[config.mk]
export PLATFORM = sky130hd
export DESIGN_NAME = mmio_responder
export DESIGN_NICKNAME = d
export VERILOG_FILES = /design/src/rtl/mmio_responder.sv
export SDC_FILE = /design/constraint.sdc
export NUM_CORES = 1
export LEC_CHECK = 0
export ABC_AREA = 0
export CAP_MARGIN = 20
export CORE_AREA = 3 3 138 174
export CTS_BUF_LIST = sky130_fd_sc_hd__clkbuf_8
export DETAILED_ROUTE_END_ITERATION = 12
export DIE_AREA = 0 0 141 177
export PLACE_DENSITY = 0.6
export SYNTH_ARGS = -nofsm -noshare
export SYNTH_HDL_FRONTEND = slang
export SYNTH_SLANG_ARGS = --single-unit
[constraint.sdc]
create_clock -name clk -period 10.2 [get_ports clk]
set_input_delay 2.04 -clock clk [delete_from_list [all_inputs] [get_ports clk]]
set_output_delay 2.04 -clock clk [all_outputs]
set_load 0.03 [all_outputs]
[src/rtl/mmio_responder.sv]
// Memory-mapped peripheral responder for the multi-cycle CPU data bus.
// Provides GPIO, an edge latch, a down-counting timer, an output FIFO and an IRQ block.
module mmio_responder #(
  parameter int               WIDTH      = 16,
  parameter logic [WIDTH-1:0] MMIO_BASE  = 16'hFFF0,
  parameter int               FIFO_DEPTH = 4,
  parameter int               GPIN_W     = 8
) (
  input  logic              clk,
  input  logic              reset,
  input  logic [WIDTH-1:0]  i_mem_addr,
  input  logic [WIDTH-1:0]  i_mem_wdata,
  input  logic              i_mem_write,
  input  logic              i_mem_read,
  output logic              o_ram_sel,
  output logic [WIDTH-1:0]  o_mem_rdata,
  input  logic [GPIN_W-1:0] i_gpio_in,
  output logic [WIDTH-1:0]  o_gpio_out,
  output logic [WIDTH-1:0]  o_fifo_dout,
  output logic              o_fifo_valid,
  input  logic              i_fifo_ready,
  output logic              o_irq
);

  localparam int AW = $clog2(FIFO_DEPTH);
  localparam int CW = AW + 1;

  logic [WIDTH-1:0]  w_off;
  logic [3:0]        w_idx;
  logic              w_in_win;
  logic              w_wr_en;
  logic              w_wr_gpo;
  logic              w_wr_edge;
  logic              w_wr_tld;
  logic              w_wr_tctl;
  logic              w_wr_fdata;
  logic              w_wr_fstat;
  logic              w_wr_istat;
  logic              w_wr_ien;
  logic [WIDTH-1:0]  w_rd_val;

  logic [WIDTH-1:0]  r_gpio_out;
  logic [WIDTH-1:0]  r_rdata;
  logic [GPIN_W-1:0] r_sync1;
  logic [GPIN_W-1:0] r_sync2;
  logic [GPIN_W-1:0] r_sync3;
  logic [GPIN_W-1:0] r_edge;
  logic [GPIN_W-1:0] w_rise;
  logic [GPIN_W-1:0] w_edge_clr;

  logic [WIDTH-1:0]  r_tmr_load;
  logic [WIDTH-1:0]  r_tmr_count;
  logic              r_tmr_en;
  logic              r_tmr_ar;
  logic              w_tmr_expire;

  logic [1:0]        r_irq_stat;
  logic [1:0]        r_irq_en;
  logic [1:0]        w_irq_set;
  logic [1:0]        w_irq_clr;

  logic [WIDTH-1:0]  r_fifo_mem [FIFO_DEPTH];
  logic [AW-1:0]     r_wr_ptr;
  logic [AW-1:0]     r_rd_ptr;
  logic [CW-1:0]     r_fifo_cnt;
  logic              r_fifo_ovf;
  logic              w_fifo_full;
  logic              w_fifo_empty;
  logic              w_pop;
  logic              w_push_ok;
  logic              w_push_drop;
  logic [2:0]        w_cnt3;

  // Address decode: window offset and per-register write strobes
  assign o_ram_sel  = (i_mem_addr < MMIO_BASE);
  assign w_off      = i_mem_addr - MMIO_BASE;
  assign w_idx      = w_off[3:0];
  assign w_in_win   = !o_ram_sel && (w_off[WIDTH-1:4] == '0);
  assign w_wr_en    = i_mem_write && w_in_win;
  assign w_wr_gpo   = w_wr_en && (w_idx == 4'd0);
  assign w_wr_edge  = w_wr_en && (w_idx == 4'd2);
  assign w_wr_tld   = w_wr_en && (w_idx == 4'd3);
  assign w_wr_tctl  = w_wr_en && (w_idx == 4'd5);
  assign w_wr_fdata = w_wr_en && (w_idx == 4'd6);
  assign w_wr_fstat = w_wr_en && (w_idx == 4'd7);
  assign w_wr_istat = w_wr_en && (w_idx == 4'd8);
  assign w_wr_ien   = w_wr_en && (w_idx == 4'd9);

  assign w_rise     = r_sync2 & ~r_sync3;
  assign w_edge_clr = w_wr_edge ? i_mem_wdata[GPIN_W-1:0] : '0;

  assign w_fifo_full  = (r_fifo_cnt == CW'(FIFO_DEPTH));
  assign w_fifo_empty = (r_fifo_cnt == '0);
  assign w_pop        = !w_fifo_empty && i_fifo_ready;
  // A full FIFO still accepts a push when the head leaves in the same cycle
  assign w_push_ok    = w_wr_fdata && (!w_fifo_full || w_pop);
  assign w_push_drop  = w_wr_fdata && w_fifo_full && !w_pop;
  assign w_cnt3       = 3'(r_fifo_cnt);

  assign w_irq_set  = {(|r_edge), w_tmr_expire};
  assign w_irq_clr  = w_wr_istat ? i_mem_wdata[1:0] : 2'b00;

  assign o_mem_rdata  = r_rdata;
  assign o_gpio_out   = r_gpio_out;
  assign o_fifo_dout  = r_fifo_mem[r_rd_ptr];
  assign o_fifo_valid = !w_fifo_empty;
  assign o_irq        = |(r_irq_stat & r_irq_en);

  // Timer expiry fires only on a genuine 1->0 step not overridden by a reload write
  always_comb begin
    w_tmr_expire = 1'b0;
    if (r_tmr_en && !w_wr_tld && (r_tmr_count == WIDTH'(1))) begin
      w_tmr_expire = 1'b1;
    end else begin
      w_tmr_expire = 1'b0;
    end
  end

  // Register read multiplexer
  always_comb begin
    w_rd_val = '0;
    if (w_in_win) begin
      case (w_idx)
        4'd0:    w_rd_val = r_gpio_out;
        4'd1:    w_rd_val = {{(WIDTH-GPIN_W){1'b0}}, r_sync2};
        4'd2:    w_rd_val = {{(WIDTH-GPIN_W){1'b0}}, r_edge};
        4'd3:    w_rd_val = r_tmr_load;
        4'd4:    w_rd_val = r_tmr_count;
        4'd5:    w_rd_val = {{(WIDTH-2){1'b0}}, r_tmr_ar, r_tmr_en};
        4'd7:    w_rd_val = {{(WIDTH-6){1'b0}}, r_fifo_ovf, w_cnt3, w_fifo_empty, w_fifo_full};
        4'd8:    w_rd_val = {{(WIDTH-2){1'b0}}, r_irq_stat};
        4'd9:    w_rd_val = {{(WIDTH-2){1'b0}}, r_irq_en};
        default: w_rd_val = '0;
      endcase
    end else begin
      w_rd_val = '0;
    end
  end

  // Read data capture, GPIO output and IRQ registers
  always_ff @(posedge clk) begin
    if (!reset) begin
      r_rdata    <= '0;
      r_gpio_out <= '0;
      r_irq_stat <= 2'b00;
      r_irq_en   <= 2'b00;
    end else begin
      if (i_mem_read) begin
        r_rdata <= o_ram_sel ? '0 : w_rd_val;
      end
      if (w_wr_gpo) begin
        r_gpio_out <= i_mem_wdata;
      end
      if (w_wr_ien) begin
        r_irq_en <= i_mem_wdata[1:0];
      end
      r_irq_stat <= (r_irq_stat & ~w_irq_clr) | w_irq_set;
    end
  end

  // Input synchronizer and rising-edge latch; a new edge beats a same-cycle clear
  always_ff @(posedge clk) begin
    if (!reset) begin
      r_sync1 <= '0;
      r_sync2 <= '0;
      r_sync3 <= '0;
      r_edge  <= '0;
    end else begin
      r_sync1 <= i_gpio_in;
      r_sync2 <= r_sync1;
      r_sync3 <= r_sync2;
      r_edge  <= (r_edge & ~w_edge_clr) | w_rise;
    end
  end

  // Down-counting timer; a TMR_LOAD write takes priority over the decrement
  always_ff @(posedge clk) begin
    if (!reset) begin
      r_tmr_load  <= '0;
      r_tmr_count <= '0;
      r_tmr_en    <= 1'b0;
      r_tmr_ar    <= 1'b0;
    end else begin
      if (w_wr_tld) begin
        r_tmr_load  <= i_mem_wdata;
        r_tmr_count <= i_mem_wdata;
      end else if (r_tmr_en) begin
        if (r_tmr_count != '0) begin
          r_tmr_count <= r_tmr_count - WIDTH'(1);
        end else if (r_tmr_ar) begin
          r_tmr_count <= r_tmr_load;
        end
      end
      if (w_wr_tctl) begin
        r_tmr_en <= i_mem_wdata[0];
        r_tmr_ar <= i_mem_wdata[1];
      end else if (r_tmr_en && !r_tmr_ar && !w_wr_tld && (r_tmr_count == '0)) begin
        r_tmr_en <= 1'b0;
      end
    end
  end

  // Output FIFO storage, pointers, occupancy and sticky overflow
  always_ff @(posedge clk) begin
    if (!reset) begin
      for (int i = 0; i < FIFO_DEPTH; i++) begin
        r_fifo_mem[i] <= '0;
      end
      r_wr_ptr   <= '0;
      r_rd_ptr   <= '0;
      r_fifo_cnt <= '0;
      r_fifo_ovf <= 1'b0;
    end else begin
      if (w_push_ok) begin
        r_fifo_mem[r_wr_ptr] <= i_mem_wdata;
        r_wr_ptr             <= r_wr_ptr + AW'(1);
      end
      if (w_pop) begin
        r_rd_ptr <= r_rd_ptr + AW'(1);
      end
      case ({w_push_ok, w_pop})
        2'b10:   r_fifo_cnt <= r_fifo_cnt + CW'(1);
        2'b01:   r_fifo_cnt <= r_fifo_cnt - CW'(1);
        default: r_fifo_cnt <= r_fifo_cnt;
      endcase
      if (w_wr_fstat) begin
        r_fifo_ovf <= 1'b0;
      end else if (w_push_drop) begin
        r_fifo_ovf <= 1'b1;
      end
    end
  end

endmodule

# ---- Yosys cells after proc, flatten, opt, wreduce, memory -nomap -nowiden
# Memories as Yosys holds them, arrays and structs flattened. A register that Yosys moved wholly into a read port is not among the register bits.
# Cells that the tools add are included.
# Widths: inputs -> output; s select.
dict set report op_classes {
  n_bitwise 10
  add_sub_neg 6
  reduce_logical 40
  n_mux 22
  order_cmp 1
  eq_ne 13
}
# op count
set ops {}
lappend ops {{$pmux 16 s9} 1}
lappend ops {{$mux 16} 7}
lappend ops {{$logic_and 1x1->1} 19}
lappend ops {{$and 8x8->8} 2}
lappend ops {{$eq 16x1->1 const B} 1}
lappend ops {{$eq 4x3->1 const B} 4}
lappend ops {{$logic_not 16->1} 1}
lappend ops {{$lt 16x16->1 const B} 1}
lappend ops {{$not 8->8} 2}
lappend ops {{$reduce_bool 16->1} 1}
lappend ops {{$reduce_or 16->1} 1}
lappend ops {{$sub 16x1->16 const B} 1}
lappend ops {{$sub 16x16->16 const B} 1}
lappend ops {{$logic_not 12->1} 1}
lappend ops {{$eq 4x2->1 const B} 2}
lappend ops {{$eq 4x4->1 const B} 2}
lappend ops {{$mux 1} 8}
lappend ops {{$mux 2} 4}
lappend ops {{$mux 8} 1}
lappend ops {{$or 8x8->8} 1}
lappend ops {{$reduce_or 8->1} 1}
lappend ops {{$logic_not 1->1} 6}
lappend ops {{$pmux 3 s2} 1}
lappend ops {{$reduce_bool 2->1} 3}
lappend ops {{other kinds (17)} 20}
dict set report totals {
  register_bits 110
  output_inout_bits 51
  n_memories 1
  inputBits 45
  elab_cells 109
  ram_bits 64
}
# name depth word_bits read_ports rd_ports_with_merged_regs wr line_no
set mem_list {}
lappend mem_list {r_fifo_mem 4 16 1 1 4 62} ;# logic [WIDTH-1:0] r_fifo_mem [FIFO_DEPTH];

# ---- Longest topological paths before layout
dict set report depth {
  word_depth 11
  mapped_depth 9
  ltp_nobuf 9
}

# ---- Worst setup path after synthesis
# No wires, ideal clock.
dict set report synth_path {
  path_kind {in2reg}
  from {in i_mem_addr[14]}
  to {mem r_fifo_mem[1][0] (enable)}
  required_time_ns 9.789
  n_path_buf 1
  slack_ns 5.290
  arrival_ns 4.499
  path_stages 6
  setup_time_ns 0.411
  path_cell_list {nand4_1 -> or4_4 -> nor3_2 -> buf_2 -> nand2_1 -> o21ai_0}
}
# item line_no
set synth_rtl {}
lappend synth_rtl {{start, declared} 11} ;# input logic [WIDTH-1:0] i_mem_addr,
lappend synth_rtl {{end, declared} 62}

# ---- Worst setup path after layout
dict set report layout_path {
  from {in i_mem_addr[12]}
  to {out o_ram_sel}
}
dict set report layout_via {
  elab_chain_len 1
}
# item line_no
set layout_lines {}
lappend layout_lines {{$lt 16x16->1} 75} ;# assign o_ram_sel = (i_mem_addr < MMIO_BASE);
lappend layout_lines {{end, declared} 15} ;# output logic o_ram_sel,
# No other way between the ends.

==> run metrics <==
largest net degree at the start of global routing=68; Final Hold Slack=around 0.44 ns; dpl hpwl=15,200 µm; ANT cells=0; Req. time, crit path=between 8 and 9 ns; hold buffers post-CTS=0; first-pass GRT wire length=~35,000 µm; Clock transition at path regs=0.09 ns; Syn Std Cell Area=8300 µm²; H-tree depth=4; sequential element share of the synthesized area=0.502; largest area contributor in the netlist=dfxtp_1; # rows=a little over 60; Routed WL=between 20,000 and 25,000 µm; Synth Net Count=868; Hold Vio Cnt, Final=0; crit-path most repeated cell=clkdlybuf4s50_1; drt first pass iters=5; synth unique cells=between 70 and 80; top cells by area, synth=dfxtp_1 27%, edfxtp_1 23%, and2_1 6.6%; static leakage=3.42 nW; CP max FO=3; CTS tree=built; DRC viols=0; EDFF count, synth=between 60 and 70; initial antenna violation count=0; Synth top area share=0.270; slowest CP cell=clkdlybuf4s50_1; Congestion Overflow GR=0; full die area=25,000 µm²; syn avg cell area=between 10 and 15 µm²; routed vias/inst=5.32; CORE AREA=~22,000 µm²; Worst-Margin Slew=around 1.0 ns; critical path class=in -> out; asr flop ratio synth=0; PostCTS Resize Cnt=0; Clock Latency Late Sink=0.46 ns; die height=177 µm; DR WL/cell=18.8 µm; CP Capture Type=output pin; Clock Tree Buf Depth=2; most common cell in the netlist=nand2_1; final slew viol count=0; Post-DRT Antenna Nets=0; max cap viols=0; Layout area overhead=18.0%; Final Critical Period=about 5.7 ns; Starting Density=0.371; DRT iter0 DRCs=around 530; Pwr Total=between 1 and 1.5 mW; fin nets=939; pwr dens=132 nW/µm²; CP max stage delay=~0.6 ns; Yosys warnings=0; via count=roughly 6,300; Hold Crit Class=reg -> reg; status=complete, no violations; die width=141 µm; maximum vdd drop=86.2 µV; Setup Skew=0.0116 ns; share of layout cells above drive strength 1=0.0853; commonest cells in the netlist=114 x nand2_1, 112 x dfxtp_1, 88 x and2_1; Port Buf Inserts=95; #FFs+latches synth=between 150 and 200; Post-synth top flop=dfxtp_1; Synth Instances=just over 800; total CTS buffers=17; crit path launch type=input pin; GR Util All Layers=0.181; setup TNS=0 ns; vias in the first global route=approximately 6,200; post-CTS setup buffers=0; RePlAce Congestion=0.862; TritonCTS Sinks=roughly 180; crit share post-route=0.555; Root Driver=clkbuf_8; setup violators final=0; Rel. slew slack=0.309; max frequency=177 MHz; CP Cell Sequence=clkdlybuf4s50_1 -> nand4_1 -> nor3_1 -> inv_1 -> clkdlybuf4s50_1; Worst Path Arrival=about 3.6 ns; RSZ-0062 raised after global routing=no; I/O pin count=96; post-layout util=0.438
[flip-flops by register name (all words and copies together) (netlist names), named ones only]
name         flops
r_irq_en         2
r_tmr_count     16
r_irq_stat       2
o_mem_rdata     16
r_edge           8
r_tmr_ar         1
r_sync3          8
r_fifo_ovf       1
r_tmr_en         1
r_tmr_load      16
r_fifo_mem      64
r_rd_ptr         2
r_sync2          8
r_fifo_cnt       3
r_sync1          8
o_gpio_out      16
r_wr_ptr         2
[per-stage QoR]
step | cells | area (µm²) | setup WS [ns]
after global routing | 1186 | 9790 | 4.40
final | 1186 | 9790 | 4.54
after detailed placement | 1154 | 9420 | 4.51
after CTS | 1186 | 9790 | 4.51
after global placement | 1154 | 9420 | 4.57
after floorplan | 819 | 8300 | 5.29
[critical path, delay by kind of cell]
| kind | cells | cell delay, ns |
|---|---|---|
| buf+inv | 3 | 1.12 |
| simple gates | 2 | 0.46 |
[final cells by class]
cell class	count	area, µm²
well taps	283	354
fillers	2158	12600
inverters	16	60.1
flip-flops and latches	176	4160
multi-input cells	573	3810
clock inverters	15	131
repair buffers	106	1030
clock buffers	17	234
[report_power, final]
group / internal [mW] / leakage [nW] / switching, mW
clock network: 0.213 / 0.204 / 0.250
logic: 0.0364 / 1.68 / 0.0480
registers: 0.742 / 1.54 / 0.00676
[logic make-up (layout without fill, tap and decap cells)]
kind of cell / Yosys count / in the layout / share of synthesized area
AND/OR/NAND/NOR: 354 / 354 / 0.238
AO/OA/AOI/OAI: 176 / 176 / 0.145
flip-flops: 176 / 176 / 0.502
buffers and inverters: 70 / 154 / 0.0392
multiplexers: 25 / 25 / 0.0547
XOR/XNOR: 14 / 14 / 0.0148
adder cells (fa/ha/maj): 4 / 4 / 0.00694
[path summary, 6_finish.rpt]
check	slack, ns	start	depth (start not counted)	end
max	4.54	i_mem_addr[12]	5	o_ram_sel
max reg2reg	7.46	r_fifo_cnt[0]$_SDFFE_PN0P_	6	r_fifo_mem[0][1]$_SDFFCE_PN0P_
min	0.44	r_sync1[5]$_SDFF_PN0_	1	r_sync2[5]$_SDFF_PN0_
min reg2reg	0.44	r_sync1[5]$_SDFF_PN0_	1	r_sync2[5]$_SDFF_PN0_
[layer usage]
layer	track usage	up-vias	routed length, µm
li1	-	3055	-
met1	0.232	3042	9700
met2	0.318	176	11300
met3	0.0297	31	944
met4	0.0493	0	331
met5	0	-	0
[placed cells by master (no fill, tap or decap), types with 4 or more instances in the layout]
cell type	count
nand2_1	114
dfxtp_1	112
clkdlybuf4s50_1	94
and2_1	88
edfxtp_1	64
nor2b_1	37
a21oi_1	36
a21boi_0	29
nor2_1	22
inv_1	21
and3_1	21
a22oi_1	19
o21ai_0	17
clkbuf_8	17
mux4_2	16
nand3_1	13
buf_4	12
a31oi_1	11
o21a_1	11
nand4_1	8
nor3_1	8
a22o_1	7
a21boi_1	7
xor2_1	7
o22ai_1	7
xnor2_1	7
mux2i_1	6
nand2b_1	5
nor4_1	5
nor3b_1	5
o211ai_1	4
No activity file was read; power rests on OpenSTA's default activity.
